<file path="config.mk">
export PLATFORM = sky130hd
export DESIGN_NAME = fg_burst_gen_flat
export DESIGN_NICKNAME = d
export VERILOG_FILES = /design/src/rtl/fg_burst_gen_if.sv /design/src/rtl/fg_burst_gen.sv /design/src/flat_wrapper.sv
export SDC_FILE = /design/constraint.sdc
export NUM_CORES = 2
export LEC_CHECK = 0
export CORE_MARGIN = 2
export CORE_UTILIZATION = 48
export CTS_CLUSTER_DIAMETER = 80
export CTS_CLUSTER_SIZE = 12
export DETAILED_ROUTE_END_ITERATION = 16
export GPL_TIMING_DRIVEN = 1
export PLACE_DENSITY = 0.66
export SLEW_MARGIN = 25
export SYNTH_ARGS = -nofsm -noshare
export SYNTH_HDL_FRONTEND = slang
export SYNTH_SLANG_ARGS = --single-unit
</file>
<file path="constraint.sdc">
create_clock -name clk -period 15.2 [get_ports clk]
set_clock_uncertainty 0.15 [all_clocks]
set_input_delay 3.04 -clock clk [delete_from_list [all_inputs] [get_ports clk]]
set_output_delay 3.04 -clock clk [all_outputs]
set_load 0.01 [all_outputs]
</file>
<file path="src/rtl/fg_burst_gen_if.sv">
// fg_burst_gen_if: flow descriptor input channel and burst descriptor output channel
interface fg_burst_gen_if #(
  parameter int DEST_WIDTH = 8
);
  logic                  input_fd_valid;
  logic                  input_fd_ready;
  logic [DEST_WIDTH-1:0] input_fd_dest;
  logic [15:0]           input_fd_rate_num;
  logic [15:0]           input_fd_rate_denom;
  logic [31:0]           input_fd_len;
  logic [31:0]           input_fd_burst_len;
  logic                  output_bd_valid;
  logic                  output_bd_ready;
  logic [DEST_WIDTH-1:0] output_bd_dest;
  logic [31:0]           output_bd_len;
  logic                  output_bd_last;
  modport master (
    output input_fd_valid,
    input  input_fd_ready,
    output input_fd_dest,
    output input_fd_rate_num,
    output input_fd_rate_denom,
    output input_fd_len,
    output input_fd_burst_len,
    input  output_bd_valid,
    output output_bd_ready,
    input  output_bd_dest,
    input  output_bd_len,
    input  output_bd_last
  );
  modport slave (
    input  input_fd_valid,
    output input_fd_ready,
    input  input_fd_dest,
    input  input_fd_rate_num,
    input  input_fd_rate_denom,
    input  input_fd_len,
    input  input_fd_burst_len,
    output output_bd_valid,
    input  output_bd_ready,
    output output_bd_dest,
    output output_bd_len,
    output output_bd_last
  );
endinterface

</file>
<file path="src/rtl/fg_burst_gen.sv">
// fg_burst_gen: splits flow descriptors into rate-paced burst descriptors
module fg_burst_gen #(
  parameter int DEST_WIDTH = 8
) (
  input  logic           clk,
  input  logic           rst,
  fg_burst_gen_if.slave  bif,
  output logic           busy
);
  typedef enum logic {IDLE, ISSUE} state_t;
  state_t                r_state;
  state_t                w_state_nxt;
  logic [DEST_WIDTH-1:0] r_dest;
  logic [15:0]           r_num;
  logic [15:0]           r_denom;
  logic [31:0]           r_burst_len;
  logic [31:0]           r_remaining;
  logic signed [49:0]    r_credit;
  logic                  r_bd_valid;
  logic [DEST_WIDTH-1:0] r_bd_dest;
  logic [31:0]           r_bd_len;
  logic                  r_bd_last;
  logic                  w_accept;
  logic                  w_unthrottled;
  logic                  w_credit_ok;
  logic                  w_out_free;
  logic                  w_issue;
  logic [31:0]           w_chunk;
  logic                  w_last;
  logic [47:0]           w_prod;
  assign w_accept      = (r_state == IDLE) & bif.input_fd_valid;
  assign w_unthrottled = (r_num == 16'd0) | (r_denom == 16'd0);
  assign w_credit_ok   = ~r_credit[49];
  assign w_out_free    = ~r_bd_valid | bif.output_bd_ready;
  assign w_issue       = (r_state == ISSUE) & (w_unthrottled | w_credit_ok) & w_out_free;
  assign w_chunk       = ((r_burst_len == 32'd0) | (r_remaining <= r_burst_len)) ? r_remaining : r_burst_len;
  assign w_last        = (w_chunk == r_remaining);
  assign w_prod        = {16'd0, w_chunk} * {32'd0, r_denom};
  assign bif.input_fd_ready  = (r_state == IDLE);
  assign bif.output_bd_valid = r_bd_valid;
  assign bif.output_bd_dest  = r_bd_dest;
  assign bif.output_bd_len   = r_bd_len;
  assign bif.output_bd_last  = r_bd_last;
  assign busy = (r_state != IDLE) | r_bd_valid;
  // state register
  always_ff @(posedge clk) begin
    if (rst) r_state <= IDLE;
    else     r_state <= w_state_nxt;
  end
  // next state: zero-length flows are swallowed without leaving IDLE
  always_comb begin
    w_state_nxt = r_state;
    if (r_state == IDLE)
      w_state_nxt = (w_accept && bif.input_fd_len != 32'd0) ? ISSUE : IDLE;
    else
      w_state_nxt = (w_issue && w_last) ? IDLE : ISSUE;
  end
  // flow context and credit: credit only climbs while negative, so it saturates at the issue threshold
  always_ff @(posedge clk) begin
    if (rst) begin
      r_dest      <= '0;
      r_num       <= '0;
      r_denom     <= '0;
      r_burst_len <= '0;
      r_remaining <= '0;
      r_credit    <= '0;
    end else if (w_accept) begin
      r_dest      <= bif.input_fd_dest;
      r_num       <= bif.input_fd_rate_num;
      r_denom     <= bif.input_fd_rate_denom;
      r_burst_len <= bif.input_fd_burst_len;
      r_remaining <= bif.input_fd_len;
      r_credit    <= '0;
    end else if (w_issue) begin
      r_remaining <= r_remaining - w_chunk;
      if (!w_unthrottled) r_credit <= r_credit - $signed({2'b00, w_prod});
    end else if (r_state == ISSUE && !w_unthrottled && !w_credit_ok) begin
      r_credit <= r_credit + $signed({34'd0, r_num});
    end
  end
  // output register: holds the burst until consumed, reloads in the same cycle for back-to-back
  always_ff @(posedge clk) begin
    if (rst) begin
      r_bd_valid <= 1'b0;
      r_bd_dest  <= '0;
      r_bd_len   <= '0;
      r_bd_last  <= 1'b0;
    end else if (w_issue) begin
      r_bd_valid <= 1'b1;
      r_bd_dest  <= r_dest;
      r_bd_len   <= w_chunk;
      r_bd_last  <= w_last;
    end else if (bif.output_bd_ready) begin
      r_bd_valid <= 1'b0;
    end
  end
endmodule
</file>
<file path="src/flat_wrapper.sv">
// flat-port wrapper written by rule: the top's interface ports become plain ports
module fg_burst_gen_flat 
#(
  parameter int DEST_WIDTH = 8
)
  (clk, rst, busy, bif_input_fd_valid, bif_input_fd_ready, bif_input_fd_dest, bif_input_fd_rate_num, bif_input_fd_rate_denom, bif_input_fd_len, bif_input_fd_burst_len, bif_output_bd_valid, bif_output_bd_ready, bif_output_bd_dest, bif_output_bd_len, bif_output_bd_last);
  fg_burst_gen_if #(.DEST_WIDTH(DEST_WIDTH)) bif_i ();
  input  logic clk;
  input  logic rst;
  output logic busy;
  input wire logic [$bits(bif_i.input_fd_valid)-1:0] bif_input_fd_valid;
  output wire logic [$bits(bif_i.input_fd_ready)-1:0] bif_input_fd_ready;
  input wire logic [$bits(bif_i.input_fd_dest)-1:0] bif_input_fd_dest;
  input wire logic [$bits(bif_i.input_fd_rate_num)-1:0] bif_input_fd_rate_num;
  input wire logic [$bits(bif_i.input_fd_rate_denom)-1:0] bif_input_fd_rate_denom;
  input wire logic [$bits(bif_i.input_fd_len)-1:0] bif_input_fd_len;
  input wire logic [$bits(bif_i.input_fd_burst_len)-1:0] bif_input_fd_burst_len;
  output wire logic [$bits(bif_i.output_bd_valid)-1:0] bif_output_bd_valid;
  input wire logic [$bits(bif_i.output_bd_ready)-1:0] bif_output_bd_ready;
  output wire logic [$bits(bif_i.output_bd_dest)-1:0] bif_output_bd_dest;
  output wire logic [$bits(bif_i.output_bd_len)-1:0] bif_output_bd_len;
  output wire logic [$bits(bif_i.output_bd_last)-1:0] bif_output_bd_last;
  assign bif_i.input_fd_valid = bif_input_fd_valid;
  assign bif_input_fd_ready = bif_i.input_fd_ready;
  assign bif_i.input_fd_dest = bif_input_fd_dest;
  assign bif_i.input_fd_rate_num = bif_input_fd_rate_num;
  assign bif_i.input_fd_rate_denom = bif_input_fd_rate_denom;
  assign bif_i.input_fd_len = bif_input_fd_len;
  assign bif_i.input_fd_burst_len = bif_input_fd_burst_len;
  assign bif_output_bd_valid = bif_i.output_bd_valid;
  assign bif_i.output_bd_ready = bif_output_bd_ready;
  assign bif_output_bd_dest = bif_i.output_bd_dest;
  assign bif_output_bd_len = bif_i.output_bd_len;
  assign bif_output_bd_last = bif_i.output_bd_last;
  fg_burst_gen #(.DEST_WIDTH(DEST_WIDTH)) u_core (.clk(clk), .rst(rst), .bif(bif_i), .busy(busy));
endmodule
</file>
## After elaboration in Yosys (flattened, before gate mapping)

Cells that the tools add are included.

| word-level totals | value |
|---|---|
| register bits | 197 |
| output and inout bits | 44 |
| input port bits | 108 |

| cells by class | value |
|---|---|
| order comparisons | 1 |
| bitwise logic cells | 11 |
| $add $sub $neg | 3 |
| equality and inequality tests | 2 |
| muxes and demuxes | 11 |
| multiply operators | 1 |
| reduce and logical (&&, ||, !) cells | 14 |

Operators by type and width:

| cell | number |
|---|---|
| $mux W50 | 3 |
| $mux W32 | 3 |
| $add A50 B17 Y50 | 1 |
| $sub A50 B49 Y50 | 1 |
| $mul A32 B16 Y48 | 1 |
| $eq A32 B32 Y1 | 1 |
| $le A32 B32 Y1 | 1 |
| $logic_not A16 Y1 | 2 |
| $logic_not A32 Y1 | 1 |
| $reduce_bool A32 Y1 | 1 |
| $sub A32 B32 Y32 | 1 |
| $reduce_bool A2 Y1 | 3 |
| $mux W1 | 5 |
| $or A1 B1 Y1 | 5 |
| $logic_and A1 B1 Y1 | 4 |
| $and A1 B1 Y1 | 3 |
| $not A1 Y1 | 3 |
| $ne A2 B2 Y1 const B | 1 |
| $reduce_and A2 Y1 | 1 |
| $reduce_or A2 Y1 | 1 |
| $logic_not A1 Y1 | 1 |

## Depth between registers and ports, before layout

| logic depth | value |
|---|---|
| word-level depth | 8 |
| mapped depth | 49 |
| depth with buffers taken out | 45 |

## Worst setup path after synthesis

OpenSTA, ideal clock, no wires.

| timing | value |
|---|---|
| path type | register to register |
| start | register u_core.r_burst_len[26] |
| end | register u_core.r_credit[49] |
| arrival time | 10.383 ns |
| buffers on the path | 4 |
| required time | 14.934 ns |
| slack | 4.550 ns |
| clock period less this slack | 10.650 ns |
| stages on the path, launching flop included | 45 |
| cells stage by stage | dfxtp_1 -> inv_1 -> ha_1 -> and3_1 -> a221o_1 -> a21o_1 -> a2111oi_0 -> nor4_1 -> a211oi_4 -> buf_2 -> nor2_1 -> a21o_1 -> buf_2 -> and2_1 -> fa_1 -> inv_1 -> fa_1 -> fa_1 -> (+9 left out) -> o31ai_1 -> a31oi_1 -> o41ai_1 -> a31oi_1 -> xnor2_1 -> a21oi_1 -> ha_1 -> clkbuf_1 -> a21o_1 -> a21o_1 -> a21oi_1 -> o21ai_0 -> a21o_1 -> nand2_1 -> o21ai_0 -> a31o_2 -> xnor2_1 -> a31o_2 |

| between the ends | value |
|---|---|
| longest elaborated chain between the ends | 7 |

Ends and longest elaborated chain:

| what | RTL line | text |
|---|---|---|
| start, declared | fg_burst_gen.sv:16 | `logic [31:0] r_burst_len;` |
| start signal, assigned | fg_burst_gen.sv:71 | `r_burst_len <= bif.input_fd_burst_len;` |
| $le A32 B32 Y1 / $logic_not A32 Y1 (equally long branches) | fg_burst_gen.sv:36 | `assign w_chunk = ((r_burst_len == 32'd0) \| (r_remaining <= r_burst_len)) ? r_remaining : r_burst_len;` |
| $or A1 B1 Y1 | fg_burst_gen.sv:36 |  |
| $mux W32 * | fg_burst_gen.sv:36 |  |
| $mul A32 B16 Y48 * | fg_burst_gen.sv:38 | `assign w_prod = {16'd0, w_chunk} * {32'd0, r_denom};` |
| $sub A50 B49 Y50 * | fg_burst_gen.sv:76 | `if (!w_unthrottled) r_credit <= r_credit - $signed({2'b00, w_prod});` |
| $mux W50 * | fg_burst_gen.sv:76 |  |
| $mux W50 * | fg_burst_gen.sv:74 | `end else if (w_issue) begin` |
| end signal, assigned | fg_burst_gen.sv:76 |  |
| end signal, assigned | fg_burst_gen.sv:78 | `r_credit <= r_credit + $signed({34'd0, r_num});` |
| end, declared | fg_burst_gen.sv:18 | `logic signed [49:0] r_credit;` |

Mark *: on every way between the ends. The rest lies on a longest branch, timed or not. The select of a mux whose other input is x is not followed.
A chain may end at the register's enable or synchronous reset.

## Worst setup path in the final report

| timing | value |
|---|---|
| start | register u_core.r_burst_len[31] |
| end | register u_core.r_credit[37] |

The elaborated chain is that of the path after synthesis.

==> flow_summary_export.csv <==
group,metric,value,unit
status,outcome,"finished clean",
drt,average_detailed_routed_wire_length_per_instance,18.8,µm
cts,clock_sinks,197,
floorplanning,die_width,252,µm
sta,final_max_slew_viol_count,0,
drt,vias_per_cell,5.58,
global_routing,grt_remaining_overflow,0,
setup_path,crit_path_max_incr_delay,0.67,ns
min_path,hold-path-cell-count,2,
finish,syn_to_final_growth,9.20,%
synthesis,post_synth_num_cell_types,68,
setup_path,worst-r2r-setup-slack,3.14,ns
sta,pin_slew_with_the_least_headroom_to_its_limit,1.04,ns
setup_path,critPathLaunchType,"flip-flop",
synthesis,ys_seq_area_share,13.4,%
sta,timing.fmax,82.9,MHz
setup_path,crit-reg2reg-capture,"u_core.r_credit[37]",
finish,fin_nets,4471,
setup_path,setup.worst_path.end_class,"flip-flop",
cts,clockRootBuffer,"clkbuf_16",
setup_path,critical_path_most_common_cell,"fa_1",
synthesis,syn-mean-instance-area,7.98,µm²
global_routing,number_of_global_route_vias_before_repair,25100,
setup_path,total_buffers_and_inverters_traversed_by_the_critical_path,6,
pwr,cellPowerDensity,157,mW/mm²
global_routing,antenna_found_initial,1,
global_routing,largest_net_degree_at_the_start_of_global_routing,140,
synthesis,gate_count_of_the_mapped_netlist,3700,
floorplanning,placeableCoreArea,0.0606,mm²
synthesis,synth_fp_nets,4462,
drt,postRouteWirelength,84900,µm
synthesis,mappedNetlistArea,0.0295,mm²
place,gp_congestion,0.921,
synthesis,synth.yosys.warnings,0,
global_routing,gr-usage-all-layers,27.6,%
cts,cts.clk_slew.worst_paths,0.09,ns
sta,max_slew_margin,30.7,%
synthesis,netlist_top_cells_count,"nand2_1, inv_1, fa_1, a21oi_1, ha_1",
cts,ctsLongestPathBuffers,2,
place,portBuffers,151,
cts,clock_h_tree_levels,4,
synthesis,yosys.area.top_type,"fa_1",
synthesis,synth_top_area_share,28.5,%
sta,setup_violations,0,
sta,rsz0062_at_grt,"no",
place,dp_hpwl,65400,µm
drt,drt-initial-drc-count,1814,
min_path,worstHoldStart,"u_core.r_dest[2]",
finish,diodes,0,
run,max_cap_viol_count,0,
cts,cts_hold_buffers,0,
setup_path,timing.critical_path.slowest_stage_cell,"buf_4",
setup_path,critical_path.max_fanout,64,
drt,ant_nets,0,
cts,tritoncts,"built",
setup_path,reg2reg_launch_point,"u_core.r_burst_len[31]",
setup_path,worst_path_dominant_cell_family,"adder cells",
synthesis,synth_seq_cells,197,
cts,worstSkewPairLatency,0.50,ns
min_path,whs_endpoint,"u_core.bif.output_bd_dest[2]",
min_path,hold_path_class,"reg -> reg",
floorplanning,start_util,48.7,%
setup_path,crit_type,"reg -> reg",
floorplanning,die_area,0.0635,mm²
floorplanning,core.rowCount,90,
synthesis,synth_enable_flop_cells,0,
sta,min_period,12.06,ns
global_routing,first_pass_grt_wire_length,138000,µm
setup_path,worstPathArrival,12.35,ns
setup_path,worstRegToRegCells,42,
pwr,irDropWorstVdd,0.172,mV
drt,first_pass_iters,5,
synthesis,yosys.cell_count.top_type,"nand2_1",
sta,tns_setup,0,ns
cts,cts_buffers,17,
drt,drt_drc_violations_left,0,
cts,cts_post_setup_buffers_inserted,0,
floorplanning,io_pins,152,
pwr,cellLeakagePower,14.7,nW
cts,cts_resized,0,
synthesis,synth-main-ff-cell,"dfxtp_1",
finish,final_layout_size_suffix_gt1_share,3.76,%
drt,num_vias,25100,
sta,period_share,79.4,%
sta,hold_violations,0,
synthesis,async_reset_ff_share,0,%
floorplanning,die_y,252,µm
pwr,totalPowerFinal,5.06,mW
synthesis,ys_top_cells_by_area,"fa_1, dfxtp_1, ha_1",
setup_path,critPathRequiredTime,15.49,ns
flip-flops by register name, summed over array words and instances, names as in the netlist:
name and cells:
u_core.bif.output_bd_len 32, u_core.r_state 1, u_core.r_dest 8, u_core.r_denom 16
u_core.bif.output_bd_dest 8, u_core.bif.output_bd_last 1, u_core.r_remaining 32, u_core.r_num 16
u_core.r_burst_len 32, u_core.r_credit 50, u_core.bif.output_bd_valid 1
kinds of logic after synthesis:
family          synth area share [%]
flops                           13.4
xor+xnor                        3.41
buf+inv                         9.92
compound gates                  15.7
simple gates                    19.1
fa+ha+maj                       38.4
mux                            0.140
power breakdown:
part	internal (mW)	leakage, nW	switching (mW)
logic	1.40	12.8	2.49
registers	0.581	1.61	0.0733
clock network	0.270	0.314	0.252
total	2.25	14.7	2.81
per-stage QoR:
stage | cells | cell area [µm²] | hold WS [ns] | setup WS (ns) | util (%)
floorplan | 3700 | 29500 | 0.282 | 4.55 | -
CTS | 4504 | 32200 | 0.306 | 3.20 | 53.2
detailed placement | 4472 | 31600 | 0.294 | 3.28 | 52.1
global placement | 4472 | 31600 | 0.289 | 3.46 | 52.1
finish | 4504 | 32200 | 0.307 | 3.14 | 53.2
global route | 4504 | 32200 | 0.323 | 2.41 | 53.2
cells in the final DEF, fill, tap and decap left out, drive strengths merged, types with 13 or more instances in the layout:
| cell type | count |
|---|---|
| nand2 | 682 |
| inv | 568 |
| fa | 420 |
| a21oi | 284 |
| ha | 234 |
| dfxtp | 197 |
| and2 | 192 |
| clkdlybuf4s50 | 150 |
| nor2 | 130 |
| o21ai | 112 |
| a21o | 94 |
| xnor2 | 73 |
| a211oi | 55 |
| nand3 | 51 |
| buf | 43 |
| xor2 | 42 |
| nor3 | 30 |
| nand4 | 26 |
| nor4 | 26 |
| a31oi | 26 |
| o21a | 25 |
| and3 | 23 |
| a22oi | 21 |
| o21bai | 20 |
| nor2b | 20 |
| clkbuf | 17 |
| o211ai | 16 |
| nand2b | 13 |
layer usage:
layer	wire (µm)	up-vias	track usage, %	share of wire, %
met1	38100	12200	38.9	45
met3	5950	108	4.66	7.0
met5	0	-	0	0
li1	-	11900	-	-
met4	2440	0	8.55	2.9
met2	38400	864	43.4	45
final cells by class:
class / count / area [µm²]
Clock buffer: 17 / 425
Clock inverter: 15 / 235
Fill cell: 5805 / 28300
Inverter: 563 / 2110
Multi-Input combinational cell: 2737 / 22700
Sequential cell: 197 / 3950
Tap cell: 782 / 978
Timing Repair Buffer: 193 / 1840
worst reg2reg max path, delay by kind of cell, from the launching register on:
kind | cells | cell delay, ns
adders and majority gates | 9 | 4.24
xor gates and xnor gates | 1 | 0.15
buffers and inverters | 6 | 0.99
DFF | 1 | 0.40
and+or+nand+nor | 9 | 2.16
AOI/OAI and AO/OA | 17 | 3.91
worst max-delay path by stage:
stage / start / to / slack, ns / cells after the start
2_1_floorplan: u_core.r_burst_len[26] / u_core.r_credit[49] / 4.55 / 44
3_3_place_gp: u_core.r_burst_len[26] / u_core.r_credit[49] / 3.46 / 41
3_5_place_dp: u_core.r_burst_len[31] / u_core.r_credit[49] / 3.28 / 41
4_1_cts: u_core.r_burst_len[31] / u_core.r_credit[49] / 3.20 / 41
5_1_grt: u_core.r_burst_len[27] / u_core.r_credit[37] / 2.41 / 42
6_report: u_core.r_burst_len[31] / u_core.r_credit[37] / 3.14 / 42
No activity file was read; power rests on OpenSTA's default activity.
